### src/rtl/counter_pkg.sv
// rtl/counter_pkg.sv - shared state encoding and default widths for the counter sequencer.
package counter_pkg;

    localparam int CNT_W = 4;
    localparam int PRE_W = 8;

    typedef enum logic [1:0] {
        IDLE,
        LOAD,
        RUN,
        DONE
    } seq_state_t;

endpackage

### src/rtl/counter_sequencer_if.sv
// rtl/counter_sequencer_if.sv - run control and downstream counter signals of the sequencer.
interface counter_sequencer_if
    import counter_pkg::*;
#(
    parameter int N  = CNT_W,
    parameter int PW = PRE_W
);

    logic          start;
    logic          stop;
    logic [N-1:0]  preset;
    logic [N-1:0]  target;
    logic [PW-1:0] div;
    logic [N-1:0]  q_in;
    logic [N-1:0]  d;
    logic          load;
    logic          en;
    logic          busy;
    logic          done;

    modport master (
        output start, stop, preset, target, div, q_in,
        input  d, load, en, busy, done
    );

    modport slave (
        input  start, stop, preset, target, div, q_in,
        output d, load, en, busy, done
    );

endinterface

### src/rtl/tick_prescaler.sv
// rtl/tick_prescaler.sv - divide-by-(divisor+1) tick generator gated by enable.
module tick_prescaler
    import counter_pkg::*;
#(
    parameter int PW = PRE_W
) (
    input  logic          clk,
    input  logic          reset,
    input  logic          clear,
    input  logic          enable,
    input  logic [PW-1:0] divisor,
    output logic          tick
);

    logic [PW-1:0] count;

    assign tick = enable && (count == divisor);

    always_ff @(posedge clk or negedge reset) begin
        if (!reset) begin
            count <= '0;
        end else if (clear) begin
            count <= '0;
        end else if (enable) begin
            count <= tick ? '0 : count + 1'b1;
        end
    end

endmodule

### src/rtl/counter_sequencer.sv
// rtl/counter_sequencer.sv - load-and-count sequencer for an external counter; SEQ_AUTO_RELOAD_EN repeats runs until stop.
module counter_sequencer
    import counter_pkg::*;
#(
    parameter int N  = CNT_W,
    parameter int PW = PRE_W
) (
    input  logic                 clk,
    input  logic                 reset,
    counter_sequencer_if.slave   bus
);

    seq_state_t    state;
    seq_state_t    next_state;
    logic [N-1:0]  preset_q;
    logic [N-1:0]  target_q;
    logic [PW-1:0] div_q;
    logic          tick;
    logic          match;

    assign match = (bus.q_in == target_q);

    always_ff @(posedge clk or negedge reset) begin
        if (!reset) begin
            state    <= IDLE;
            preset_q <= '0;
            target_q <= '0;
            div_q    <= '0;
        end else begin
            state <= next_state;
            if (state == IDLE && bus.start) begin
                preset_q <= bus.preset;
                target_q <= bus.target;
                div_q    <= bus.div;
            end
        end
    end

    always_comb begin
        next_state = state;
        case (state)
            IDLE: if (bus.start) next_state = LOAD;
`ifdef SEQ_AUTO_RELOAD_EN
            LOAD: next_state = bus.stop ? IDLE : RUN;
`else
            LOAD: next_state = RUN;
`endif
            // stop wins over a target match in the same cycle
            RUN: begin
                if (bus.stop)  next_state = IDLE;
                else if (match) next_state = DONE;
            end
`ifdef SEQ_AUTO_RELOAD_EN
            DONE: next_state = bus.stop ? IDLE : LOAD;
`else
            DONE: next_state = IDLE;
`endif
            default: next_state = IDLE;
        endcase
    end

    tick_prescaler #(.PW(PW)) u_prescaler (
        .clk     (clk),
        .reset   (reset),
        .clear   (state == LOAD),
        .enable  (state == RUN),
        .divisor (div_q),
        .tick    (tick)
    );

    assign bus.load = (state == LOAD);
    assign bus.en   = tick && !match;
    assign bus.done = (state == DONE);
    assign bus.d    = (state == IDLE) ? '0 : preset_q;
`ifdef SEQ_AUTO_RELOAD_EN
    assign bus.busy = (state != IDLE);
`else
    assign bus.busy = (state == LOAD) || (state == RUN);
`endif

endmodule

### src/flat_wrapper.sv
// flat-port wrapper written by rule: the top's interface ports become plain ports
module counter_sequencer_flat import counter_pkg::*;
#(
    parameter int N  = CNT_W,
    parameter int PW = PRE_W
)
  (clk, reset, bus_start, bus_stop, bus_preset, bus_target, bus_div, bus_q_in, bus_d, bus_load, bus_en, bus_busy, bus_done);
  counter_sequencer_if #(.N(N), .PW(PW)) bus_i ();
  input  logic clk;
  input  logic reset;
  input wire logic [$bits(bus_i.start)-1:0] bus_start;
  input wire logic [$bits(bus_i.stop)-1:0] bus_stop;
  input wire logic [$bits(bus_i.preset)-1:0] bus_preset;
  input wire logic [$bits(bus_i.target)-1:0] bus_target;
  input wire logic [$bits(bus_i.div)-1:0] bus_div;
  input wire logic [$bits(bus_i.q_in)-1:0] bus_q_in;
  output wire logic [$bits(bus_i.d)-1:0] bus_d;
  output wire logic [$bits(bus_i.load)-1:0] bus_load;
  output wire logic [$bits(bus_i.en)-1:0] bus_en;
  output wire logic [$bits(bus_i.busy)-1:0] bus_busy;
  output wire logic [$bits(bus_i.done)-1:0] bus_done;
  assign bus_i.start = bus_start;
  assign bus_i.stop = bus_stop;
  assign bus_i.preset = bus_preset;
  assign bus_i.target = bus_target;
  assign bus_i.div = bus_div;
  assign bus_i.q_in = bus_q_in;
  assign bus_d = bus_i.d;
  assign bus_load = bus_i.load;
  assign bus_en = bus_i.en;
  assign bus_busy = bus_i.busy;
  assign bus_done = bus_i.done;
  counter_sequencer #(.N(N), .PW(PW)) u_core (.clk(clk), .reset(reset), .bus(bus_i));
endmodule
### config.mk
export PLATFORM = sky130hd
export DESIGN_NAME = counter_sequencer_flat
export DESIGN_NICKNAME = d
export VERILOG_FILES = /design/src/rtl/counter_pkg.sv /design/src/rtl/counter_sequencer_if.sv /design/src/rtl/tick_prescaler.sv /design/src/rtl/counter_sequencer.sv /design/src/flat_wrapper.sv
export SDC_FILE = /design/constraint.sdc
export NUM_CORES = 1
export LEC_CHECK = 0
export ABC_AREA = 1
export ABC_CLOCK_PERIOD_IN_PS = 2200
export CORE_AREA = 4 4 60 62
export CTS_BUF_LIST = sky130_fd_sc_hd__clkbuf_8
export DETAILED_ROUTE_END_ITERATION = 16
export DIE_AREA = 0 0 64 66
export PLACE_DENSITY = 0.76
export SKIP_CTS_REPAIR_TIMING = 1
export SYNTH_ARGS = -nofsm -noshare
export SYNTH_HDL_FRONTEND = slang
export SYNTH_SLANG_ARGS = --single-unit
### constraint.sdc
create_clock -name clk -period 2.2 [get_ports clk]
set_input_delay 0.55 -clock clk [delete_from_list [all_inputs] [get_ports clk]]
set_output_delay 0.55 -clock clk [all_outputs]
set_load 0.02 [all_outputs]
### Word-level counts from Yosys, hierarchy flattened

Cells that the tools add are included.
W data, S select, Z words.

* eq/ne operators: 7
* add/subtract/negate cells: 1
* muxes and demuxes: 8
* reduce and logical (&&, ||, !) cells: 8

Operators by type and width (count)
* $mux W8: 3
* $add A8 B1 Y8 const B: 1
* $eq A8 B8 Y1: 1
* $pmux W2 S4: 1
* $mux W2: 3
* $eq A2 B2 Y1 const B: 2
* $eq A4 B4 Y1: 1
* $mux W4: 1
* $logic_and A1 B1 Y1: 3
* $ne A3 B2 Y1 const B: 1
* $eq A2 B1 Y1 const B: 1
* $logic_not A2 Y1: 1
* $ne A2 B2 Y1 const B: 1
* $reduce_and A2 Y1: 1
* $reduce_bool A2 Y1: 1
* $logic_not A1 Y1: 1
* $logic_or A1 B1 Y1: 1

* input port bits: 24
* flip-flop bits (word level): 26

### Depth between registers and ports, before layout

Gate-level depths: netlist of run 1.

* depth in word-level cells: 5
* mapped depth: 9

### Hierarchy

From an unflattened synthesis of run 1, not the netlist that was laid out.

* cells, all modules: 181
* area, all modules: 1463.9 um2

By module, submodules not included
* counter_sequencer: sequential area each 450.4 um2, area each 890.9 um2, cells each 98, instances 1
* tick_prescaler: sequential area each 200.2 um2, area each 573.0 um2, cells each 83, instances 1

### Worst setup path after synthesis of run 1

OpenSTA, ideal clock, no wires.

* kind: reg-to-output
* start: register u_core.state[0]
* end: output bus_en
* stages on the path, launching flop included: 6
* setup slack: 193 ps
* path buffers: 0
* arrival: 1457 ps
* cells stage by stage: dfrtp_1 -> inv_1 -> ha_1 -> nand3_1 -> or2_0 -> nor3b_1

* cells in the longest elaborated chain, start to end: 3

Ends and longest elaborated chain
* from (decl): RTL line counter_sequencer.sv:13 `seq_state_t state;`
* from (signal assigned): RTL line counter_sequencer.sv:30 `state <= next_state;`
* $eq A2 B2 Y1: RTL line counter_sequencer.sv:66 `.enable (state == RUN),`
* $logic_and A1 B1 Y1: RTL line tick_prescaler.sv:17 `assign tick = enable && (count == divisor);`
* $logic_and A1 B1 Y1: RTL line counter_sequencer.sv:72 `assign bus.en = tick && !match;`
* to (decl): RTL line flat_wrapper.sv:19 `output wire logic [$bits(bus_i.en)-1:0] bus_en;`

Every way passes these cells.

### Worst setup path after layout of run 1

* start: input bus_q_in[0]
* end: output bus_en

* cells in the longest elaborated chain, start to end: 3

Ends and longest elaborated chain
* from (decl): RTL line flat_wrapper.sv:16 `input wire logic [$bits(bus_i.q_in)-1:0] bus_q_in;`
* $eq A4 B4 Y1: RTL line counter_sequencer.sv:21 `assign match = (bus.q_in == target_q);`
* $logic_not A1 Y1: RTL line counter_sequencer.sv:72
* $logic_and A1 B1 Y1: RTL line counter_sequencer.sv:72

Every way passes these cells.

==> results of run 1 <==
==> state kept, by name, indices dropped and copies added, names as in the netlist <==
signal,cells
u_core.div_q,8
u_core.preset_q,4
u_core.state,2
u_core.target_q,4
u_core.u_prescaler.count,8
==> final cells by class <==
cell class | instances | area share
clock buffer | 3 | 0.0203
clock inverter | 1 | 0.0148
inverter | 25 | 0.0462
multi-input combinational | 119 | 0.356
sequential | 26 | 0.320
tap | 44 | 0.0271
timing repair buffer | 46 | 0.216
==> synth_stat cells <==
master / number / area [um2]
sky130_fd_sc_hd__nand2_4: 1 / 11.3
sky130_fd_sc_hd__xor2_1: 9 / 78.8
sky130_fd_sc_hd__inv_2: 6 / 22.5
sky130_fd_sc_hd__and3_1: 1 / 6.26
sky130_fd_sc_hd__nand3_2: 1 / 10.0
sky130_fd_sc_hd__o21ai_0: 4 / 20.0
sky130_fd_sc_hd__nand4_1: 1 / 6.26
sky130_fd_sc_hd__nand2_1: 31 / 116
sky130_fd_sc_hd__nand2_2: 1 / 6.26
sky130_fd_sc_hd__a21oi_2: 6 / 52.6
sky130_fd_sc_hd__or2_0: 1 / 6.26
sky130_fd_sc_hd__or2_1: 1 / 6.26
sky130_fd_sc_hd__inv_1: 19 / 71.3
sky130_fd_sc_hd__and3_2: 1 / 7.51
sky130_fd_sc_hd__nand3_1: 8 / 40.0
sky130_fd_sc_hd__nor3b_1: 1 / 7.51
sky130_fd_sc_hd__a21oi_1: 11 / 55.1
sky130_fd_sc_hd__dfrtp_1: 26 / 651
sky130_fd_sc_hd__xor2_2: 1 / 16.3
sky130_fd_sc_hd__mux2_4: 2 / 30.0
sky130_fd_sc_hd__buf_6: 1 / 11.3
sky130_fd_sc_hd__buf_2: 2 / 10.0
sky130_fd_sc_hd__nor2_1: 24 / 90.1
sky130_fd_sc_hd__o21ai_1: 2 / 10.0
sky130_fd_sc_hd__mux2_2: 5 / 56.3
sky130_fd_sc_hd__ha_1: 6 / 75.1
sky130_fd_sc_hd__nor2_2: 1 / 6.26
==> layout by cell type, fill, tap and decap left out, types with 2 or more instances in the layout <==
cell type	count
sky130_fd_sc_hd__nand2_1	31
sky130_fd_sc_hd__dfrtp_1	26
sky130_fd_sc_hd__nor2_1	24
sky130_fd_sc_hd__clkdlybuf4s50_1	23
sky130_fd_sc_hd__inv_1	19
sky130_fd_sc_hd__buf_4	16
sky130_fd_sc_hd__a21oi_1	11
sky130_fd_sc_hd__xor2_1	9
sky130_fd_sc_hd__nand3_1	8
sky130_fd_sc_hd__dlymetal6s2s_1	7
sky130_fd_sc_hd__inv_2	6
sky130_fd_sc_hd__a21oi_2	6
sky130_fd_sc_hd__mux2_2	5
sky130_fd_sc_hd__ha_1	5
sky130_fd_sc_hd__o21ai_0	4
sky130_fd_sc_hd__clkbuf_8	3
sky130_fd_sc_hd__mux2_4	2
sky130_fd_sc_hd__o21ai_1	2
==> layer usage <==
layer | vias to the layer above | global-route usage
met4 | 0 | 0.0647
met5 | - | 0
met3 | 4 | 0.0357
met2 | 21 | 0.337
li1 | 636 | -
met1 | 580 | 0.200
==> worst max-delay path: stages <==
cell and delay [ns]:
sky130_fd_sc_hd__clkdlybuf4s50_1 0.47, sky130_fd_sc_hd__xor2_1 0.14, sky130_fd_sc_hd__nor2_1 0.06, sky130_fd_sc_hd__nand2_1 0.07
sky130_fd_sc_hd__nor3b_2 0.16, sky130_fd_sc_hd__buf_4 0.16
==> cells by family (layout without fill, tap and decap cells) <==
family,Yosys count,count (layout),synth area share
simple gates,73,73,0.216
buf+inv,28,75,0.0778
flops,26,26,0.440
compound gates,23,23,0.0930
xor+xnor,10,10,0.0642
mux,7,7,0.0583
fa+ha+maj,6,6,0.0507
==> metrics by stage <==
| step | area (um2) | total power, mW |
|---|---|---|
| after floorplan | 1480 | 1.69 |
| after global placement | 1940 | 2.14 |
| after CTS | 2010 | 2.60 |
| final | 2030 | 2.57 |
| after global routing | 2030 | 2.79 |
| after detailed placement | 1940 | 2.20 |
==> worst max-delay path by stage <==
stage                        end                         from  cells past startpoint  slack [ns]
after CTS                 bus_en                  bus_q_in[1]                      6       -0.50
after detailed placement  bus_en                  bus_q_in[1]                      6       -0.49
final                     bus_en                  bus_q_in[0]                      6        0.04
after global routing      bus_en                  bus_q_in[0]                      6       0.001
after floorplan           bus_en  u_core.state[0]$_DFFE_PN0P_                      5        0.19
after global placement    bus_en                  bus_q_in[1]                      6       -0.43
==> power by group through the flow <==
| stage | Combinational [mW] | Sequential [mW] | Clock (mW) |
|---|---|---|---|
| 2_1_floorplan | 0.910 | 0.783 | 0 |
| 3_3_place_gp | 1.35 | 0.792 | 0 |
| 3_5_place_dp | 1.39 | 0.802 | 0 |
| 4_1_cts | 1.41 | 0.793 | 0.403 |
| 5_1_grt | 1.54 | 0.820 | 0.429 |
| 6_report | 1.39 | 0.791 | 0.398 |
==> results_tabular.tex, run 1 <==
\begin{tabular}{lr}
\hline
Metric & Value \\
\hline
\multicolumn{2}{l}{\textbf{Status}} \\
Status & completed \\
\multicolumn{2}{l}{\textbf{Layout}} \\
Area added between synthesis and finish & 37.2\% \\
Number of diodes added for antenna fixing & 0 \\
Utilization after layout & 0.671 \\
Seq. cell area & 651 um2 \\
Count of filler cells inserted in the layout & 255 \\
Footprint of the multi-input gates & 722 um2 \\
Final net count & 251 \\
Non-Filler Instances & 264 \\
Share of post-route cells with drive strength above 1 & 0.214 \\
\multicolumn{2}{l}{\textbf{Min path}} \\
Worst min-delay path category & reg2reg \\
Worst hold stages & 2 \\
Worst hold endpoint & u\_core.preset\_q[0]\$\_DFFE\_PN0P\_ \\
Worst min-delay path startpoint & u\_core.preset\_q[0]\$\_DFFE\_PN0P\_ \\
\multicolumn{2}{l}{\textbf{Die}} \\
Num ports & 32 \\
Die extent in x & 64 um \\
Area enclosed by the die boundary & 0.00422 mm2 \\
Total number of placement rows & 20 \\
Floorplan Core Area & 0.00303 mm2 \\
Floorplan die height & 66 um \\
Initial cell density of the core & 0.489 \\
\multicolumn{2}{l}{\textbf{Detailed routing}} \\
Top Metal Used & met4 \\
Routed via count divided by cell count & 4.70 \\
Via count & 1241 \\
Detailed Routing Iterations Pass 1 & 4 \\
Detail Route Antenna Nets & 0 \\
Met3 wire length & 84 um \\
Number of violations reported at the end of detailed-routing iteration 0 & 35 \\
Average routed wire per standard cell & 12.5 um \\
Final routed DRC violation total & 0 \\
Routed Wire Length & 3290 um \\
Met1 wire length & 1370 um \\
Wire length on met2 & 1780 um \\
\multicolumn{2}{l}{\textbf{STA}} \\
Fin. Hold Viols & 0 \\
F\_max & 0.462 GHz \\
Setup TNS & 0 ns \\
Worst slew margin & 0.668 \\
RSZ-0062 raised after global routing & false \\
Setup WS post-layout & 0.0350 ns \\
\# setup viols final & 0 \\
Max-slew violation total from the final report & 0 \\
Crit share post-route & 0.984 \\
Worst clock skew & 0.00452 ns \\
Slew @ Worst Pin & 0.497 ns \\
Worst Hold Margin & 0.522 ns \\
Crit path time final & 2.16 ns \\
\multicolumn{2}{l}{\textbf{Worst setup path}} \\
FF-to-FF setup slack & 0.36 ns \\
Critical path required time & 1.65 ns \\
Data arrival at the endpoint of the critical path & 1.61 ns \\
Worst reg2reg startpoint & u\_core.state[1]\$\_DFFE\_PN0P\_ \\
Kind of start point of the critical path & input port \\
Critical setup path kind & in2out \\
Cells on worst reg2reg path & 9 \\
Largest fanout of any net on the critical path & 2 \\
Capturing point of the worst reg2reg path & u\_core.u\_prescaler.count[7]\$\_DFFE\_PN0P\_ \\
Type of element capturing the critical path & output pin \\
\multicolumn{2}{l}{\textbf{Power}} \\
Switching power summed over all nets & 1.04 mW \\
Portion of total power attributed to the clock network & 0.155 \\
Net switching fraction of the power & 0.405 \\
Maximum vdd ir drop & 0.639 mV \\
Internal power & 1.53 mW \\
PD cells & 1270 mW/mm2 \\
Lkg Pwr & 1.05 nW \\
Part of the power in combinational logic & 0.538 \\
Part of the power in registers & 0.307 \\
\multicolumn{2}{l}{\textbf{Synthesis}} \\
Average cell area after synthesis & 8.56 um2 \\
Register bit count reported by yosys & 26 \\
Share of synthesized area occupied by flip-flops and latches & 0.440 \\
Synth warnings & 0 \\
Post-synth cell types & 27 \\
Mapped cell area & 0.00148 mm2 \\
Number of instances in the synthesized netlist & 173 \\
Post-synthesis net count & 203 \\
\multicolumn{2}{l}{\textbf{Global routing}} \\
Number of global-route vias before repair & 1279 \\
Total global routing track utilization & 0.180 \\
GR Overflow Total & 0 \\
Pin count of the biggest net entering global routing & 27 \\
First-pass GRT wire length & 5850 um \\
Number of antenna violations at the first check in global routing & 0 \\
\multicolumn{2}{l}{\textbf{CTS}} \\
Clock Pin Slew Worst Setup and Hold Paths & 0.09 ns \\
TritonCTS clock tree & done \\
Clock buffers created by TritonCTS & 3 \\
Clock insertion delay at the later pin of the skew report & 0.27 ns \\
Clk root buf & sky130\_fd\_sc\_hd\_\_clkbuf\_8 \\
Clock sink count & 26 \\
Buffer levels on the longest clock path & 2 \\
Deepest level of the CTS H-tree & 1 \\
\multicolumn{2}{l}{\textbf{Placed design}} \\
Placed Cells & 260 \\
Minimum setup slack after placement & -0.493 ns \\
Post-detailed-placement half-perimeter wirelength & 2580 um \\
Routability-driven placement congestion ratio & 0.828 \\
Buffers on Ports & 31 \\
\multicolumn{2}{l}{\textbf{Flow run}} \\
Number of violations of the max-capacitance limit & 0 \\
\hline
\end{tabular}
Note: power is estimated with default switching activity, not from simulation.
==> inputs of run 2 (changes only) <==
CTS_BUF_LIST = sky130_fd_sc_hd__clkbuf_16   (was sky130_fd_sc_hd__clkbuf_8)
CTS_CLUSTER_SIZE = 28   (was default)
GPL_TIMING_DRIVEN = 0   (was default)
==> run 2 against run 1 <==
  * Non-clock buffer count is 12 lower
  * The run now ends with setup timing left
  * Sequential cell count is the same
  * Highest routed layer unchanged
  * Global-route usage about the same
  * Fmax decreased by 2.1%
  * Critical path type unchanged
==> results_tabular.tex, run 2 (synthesized netlist as in run 1, its figures left out) <==
\begin{tabular}{lr}
\hline
Metric & Value \\
\hline
\multicolumn{2}{l}{\textbf{Layout}} \\
Commonest non-fill, non-tap cell in the layout & sky130\_fd\_sc\_hd\_\_nand2\_1 \\
Post-route standard cell area excluding fillers & 0.00197 mm2 (-3.1\%) \\
Non-Filler Instances & 252 (-4.5\%) \\
Share of post-route cells with drive strength above 1 & 0.163 (-0.0502) \\
Area added between synthesis and finish & 33.0\% \\
Most used cells in the layout excluding fill and tap cells & 31 x sky130\_fd\_sc\_hd\_\_nand2\_1, 26 x sky130\_fd\_sc\_hd\_\_dfrtp\_1, 24 x sky130\_fd\_sc\_hd\_\_nor2\_1, 24 x sky130\_fd\_sc\_hd\_\_clkdlybuf4s50\_1, 19 x sky130\_fd\_sc\_hd\_\_inv\_1 \\
Number of diodes added for antenna fixing & 0 (unchanged) \\
Utilization after layout & 0.650 (-0.0207) \\
Count of filler cells inserted in the layout & 240 (-5.9\%) \\
Final net count & 239 (-4.8\%) \\
Regs by FF count & u\_core.div\_q: 8 flops, u\_core.u\_prescaler.count: 8 flops \\
\multicolumn{2}{l}{\textbf{Detailed routing}} \\
Detailed Routing Iterations Pass 1 & 4 (unchanged) \\
Final routed DRC violation total & 0 (unchanged) \\
Routed via count divided by cell count & 4.84 (+2.9\%) \\
Detail Route Antenna Nets & 0 (unchanged) \\
Routed Wire Length & 3270 um (-0.61\%) \\
Via count & 1219 (-1.8\%) \\
Average routed wire per standard cell & 13.0 um (+4.1\%) \\
Number of violations reported at the end of detailed-routing iteration 0 & 49 (+40\%) \\
\multicolumn{2}{l}{\textbf{Global routing}} \\
Pin count of the biggest net entering global routing & 27 (unchanged) \\
Met3 track demand over resource in global routing & 0.0255 (-0.0102) \\
First-pass GRT wire length & 5840 um (-0.12\%) \\
Number of global-route vias before repair & 1284 (+0.39\%) \\
Number of antenna violations at the first check in global routing & 0 (unchanged) \\
Routing usage on met1 & 0.212 (+0.0120) \\
Total global routing track utilization & 0.180 (+0.000468) \\
Met2 demand-to-capacity share in global routing & 0.325 (-0.0116) \\
GR Overflow Total & 0 (unchanged) \\
GR peak layer & met2 \\
\multicolumn{2}{l}{\textbf{CTS}} \\
Buffer levels on the longest clock path & 2 (unchanged) \\
Clock buffers created by TritonCTS & 3 (unchanged) \\
Clock sink count & 26 (unchanged) \\
TritonCTS clock tree & done \\
Clock insertion delay at the later pin of the skew report & 0.26 ns (about the same) \\
Clock Pin Slew Worst Setup and Hold Paths & 0.06 ns (-0.03 ns) \\
Clk root buf & sky130\_fd\_sc\_hd\_\_clkbuf\_16 \\
Deepest level of the CTS H-tree & 1 (unchanged) \\
\multicolumn{2}{l}{\textbf{STA}} \\
RSZ-0062 raised after global routing & true \\
Fin. Hold Viols & 0 (unchanged) \\
Max-slew violation total from the final report & 0 (unchanged) \\
Slew @ Worst Pin & 1.15 ns (+0.649 ns) \\
Crit path time final & 2.21 ns (+0.0463 ns) \\
\# setup viols final & 1 (+1) \\
Crit share post-route & 1.01 (+0.0210) \\
Worst clock skew & 0.00625 ns (+0.00173 ns) \\
Setup WS post-layout & -0.0113 ns (-0.0463 ns) \\
Worst slew margin & 0.234 (-0.434) \\
F\_max & 0.452 GHz (-2.1\%) \\
\multicolumn{2}{l}{\textbf{Placed design}} \\
Post-detailed-placement half-perimeter wirelength & 2430 um (-5.8\%) \\
Minimum setup slack after placement & -0.511 ns (-0.0181 ns) \\
Placed Cells & 248 (-4.6\%) \\
Cell area after placement & 0.00185 mm2 (-4.7\%) \\
Buffers on Ports & 31 (unchanged) \\
Routability-driven placement congestion ratio & 0.885 (+6.8\%) \\
\multicolumn{2}{l}{\textbf{Worst setup path}} \\
Data arrival at the endpoint of the critical path & 1.66 ns (+0.05 ns) \\
Worst path max stage delay & 0.48 ns (about the same) \\
Critical path origin & bus\_q\_in[1] \\
Worst reg2reg startpoint & u\_core.state[0]\$\_DFFE\_PN0P\_ \\
Critical-path cell list & clkdlybuf4s50\_1, xor2\_1, nor2\_1, nand2\_1, nor3b\_2, buf\_4 \\
Largest fanout of any net on the critical path & 2 (unchanged) \\
Critical path required time & 1.65 ns (about the same) \\
Type of element capturing the critical path & output pin \\
Cell with the largest stage delay on the worst path & sky130\_fd\_sc\_hd\_\_clkdlybuf4s50\_1 \\
Kind of start point of the critical path & input port \\
Critical setup path kind & in2out \\
\multicolumn{2}{l}{\textbf{Status}} \\
Status & finished, violations left \\
Failing checks & setup timing \\
\multicolumn{2}{l}{\textbf{Die}} \\
Num ports & 32 (unchanged) \\
Floorplan Core Area & 0.00303 mm2 (unchanged) \\
Area enclosed by the die boundary & 0.00422 mm2 (unchanged) \\
Floorplan die height & 66 um (unchanged) \\
Die extent in x & 64 um (unchanged) \\
Initial cell density of the core & 0.489 (unchanged) \\
Total number of placement rows & 20 (unchanged) \\
\multicolumn{2}{l}{\textbf{Min path}} \\
Worst min-delay path category & reg2reg \\
Worst min-delay path startpoint & u\_core.preset\_q[0]\$\_DFFE\_PN0P\_ \\
\multicolumn{2}{l}{\textbf{Power}} \\
Total design power & 2.63 mW (+2.0\%) \\
Lkg Pwr & 0.997 nW (-5.2\%) \\
Maximum vdd ir drop & 0.606 mV (-5.3\%) \\
PD cells & 1330 mW/mm2 (+5.2\%) \\
\multicolumn{2}{l}{\textbf{Flow run}} \\
Number of violations of the max-capacitance limit & 0 (unchanged) \\
\hline
\end{tabular}
run 2: cell count changes in the layout (fill, tap and decap cells not counted), sizes merged:
cell and change:
buf -12, clkdlybuf4s50 +1, dlymetal6s2s -1
run 2: routing by layer:
layer,part of all wire,vias up
met5,0,-
met3,0.038,7
met1,0.43,571
met2,0.51,31
met4,0.022,0
li1,-,610
run 2: path summary, 6_finish.rpt:
path,to,slack (ns),cells after the start
worst max-delay path,bus_en,-0.01,6
worst min-delay path,u_core.preset_q[0]$_DFFE_PN0P_,0.52,2
max in group asynchronous,u_core.preset_q[1]$_DFFE_PN0P_,0.62,1
worst max register to register,u_core.target_q[2]$_DFFE_PN0P_,0.58,5
min in group asynchronous,u_core.u_prescaler.count[3]$_DFFE_PN0P_,0.90,1
worst min register to register,u_core.preset_q[0]$_DFFE_PN0P_,0.52,2
run 2: through the flow:
step	hold WS (ns)	TNS, ns
6_report	0.523	-0.0113
5_1_grt	0.551	-0.103
4_1_cts	0.522	-1.34
3_5_place_dp	0.507	-0.511
3_3_place_gp	0.498	-0.493
2_1_floorplan	0.254	0
run 2: cell type report:
class / instances / area [um2] / share of cell area
tap: 44 / 55.1 / 0.0280
clock buffer: 3 / 75.1 / 0.0381
multi-input combinational: 119 / 719 / 0.366
buffer: 3 / 21.3 / 0.0108
clock inverter: 1 / 30.0 / 0.0153
inverter: 25 / 93.8 / 0.0477
sequential: 26 / 651 / 0.331
timing repair buffer: 31 / 323 / 0.164
run 2: critical path, delay by kind of cell:
kind	cells	cell delay [ns]
buf+inv	2	0.64
simple gates	3	0.32
xor+xnor	1	0.14
run 2: power breakdown:
part	total [mW]	internal, mW	switching, mW	leakage, nW
clock network	0.533	0.362	0.170	0.0511
registers	0.811	0.673	0.138	0.312
logic	1.28	0.538	0.744	0.634
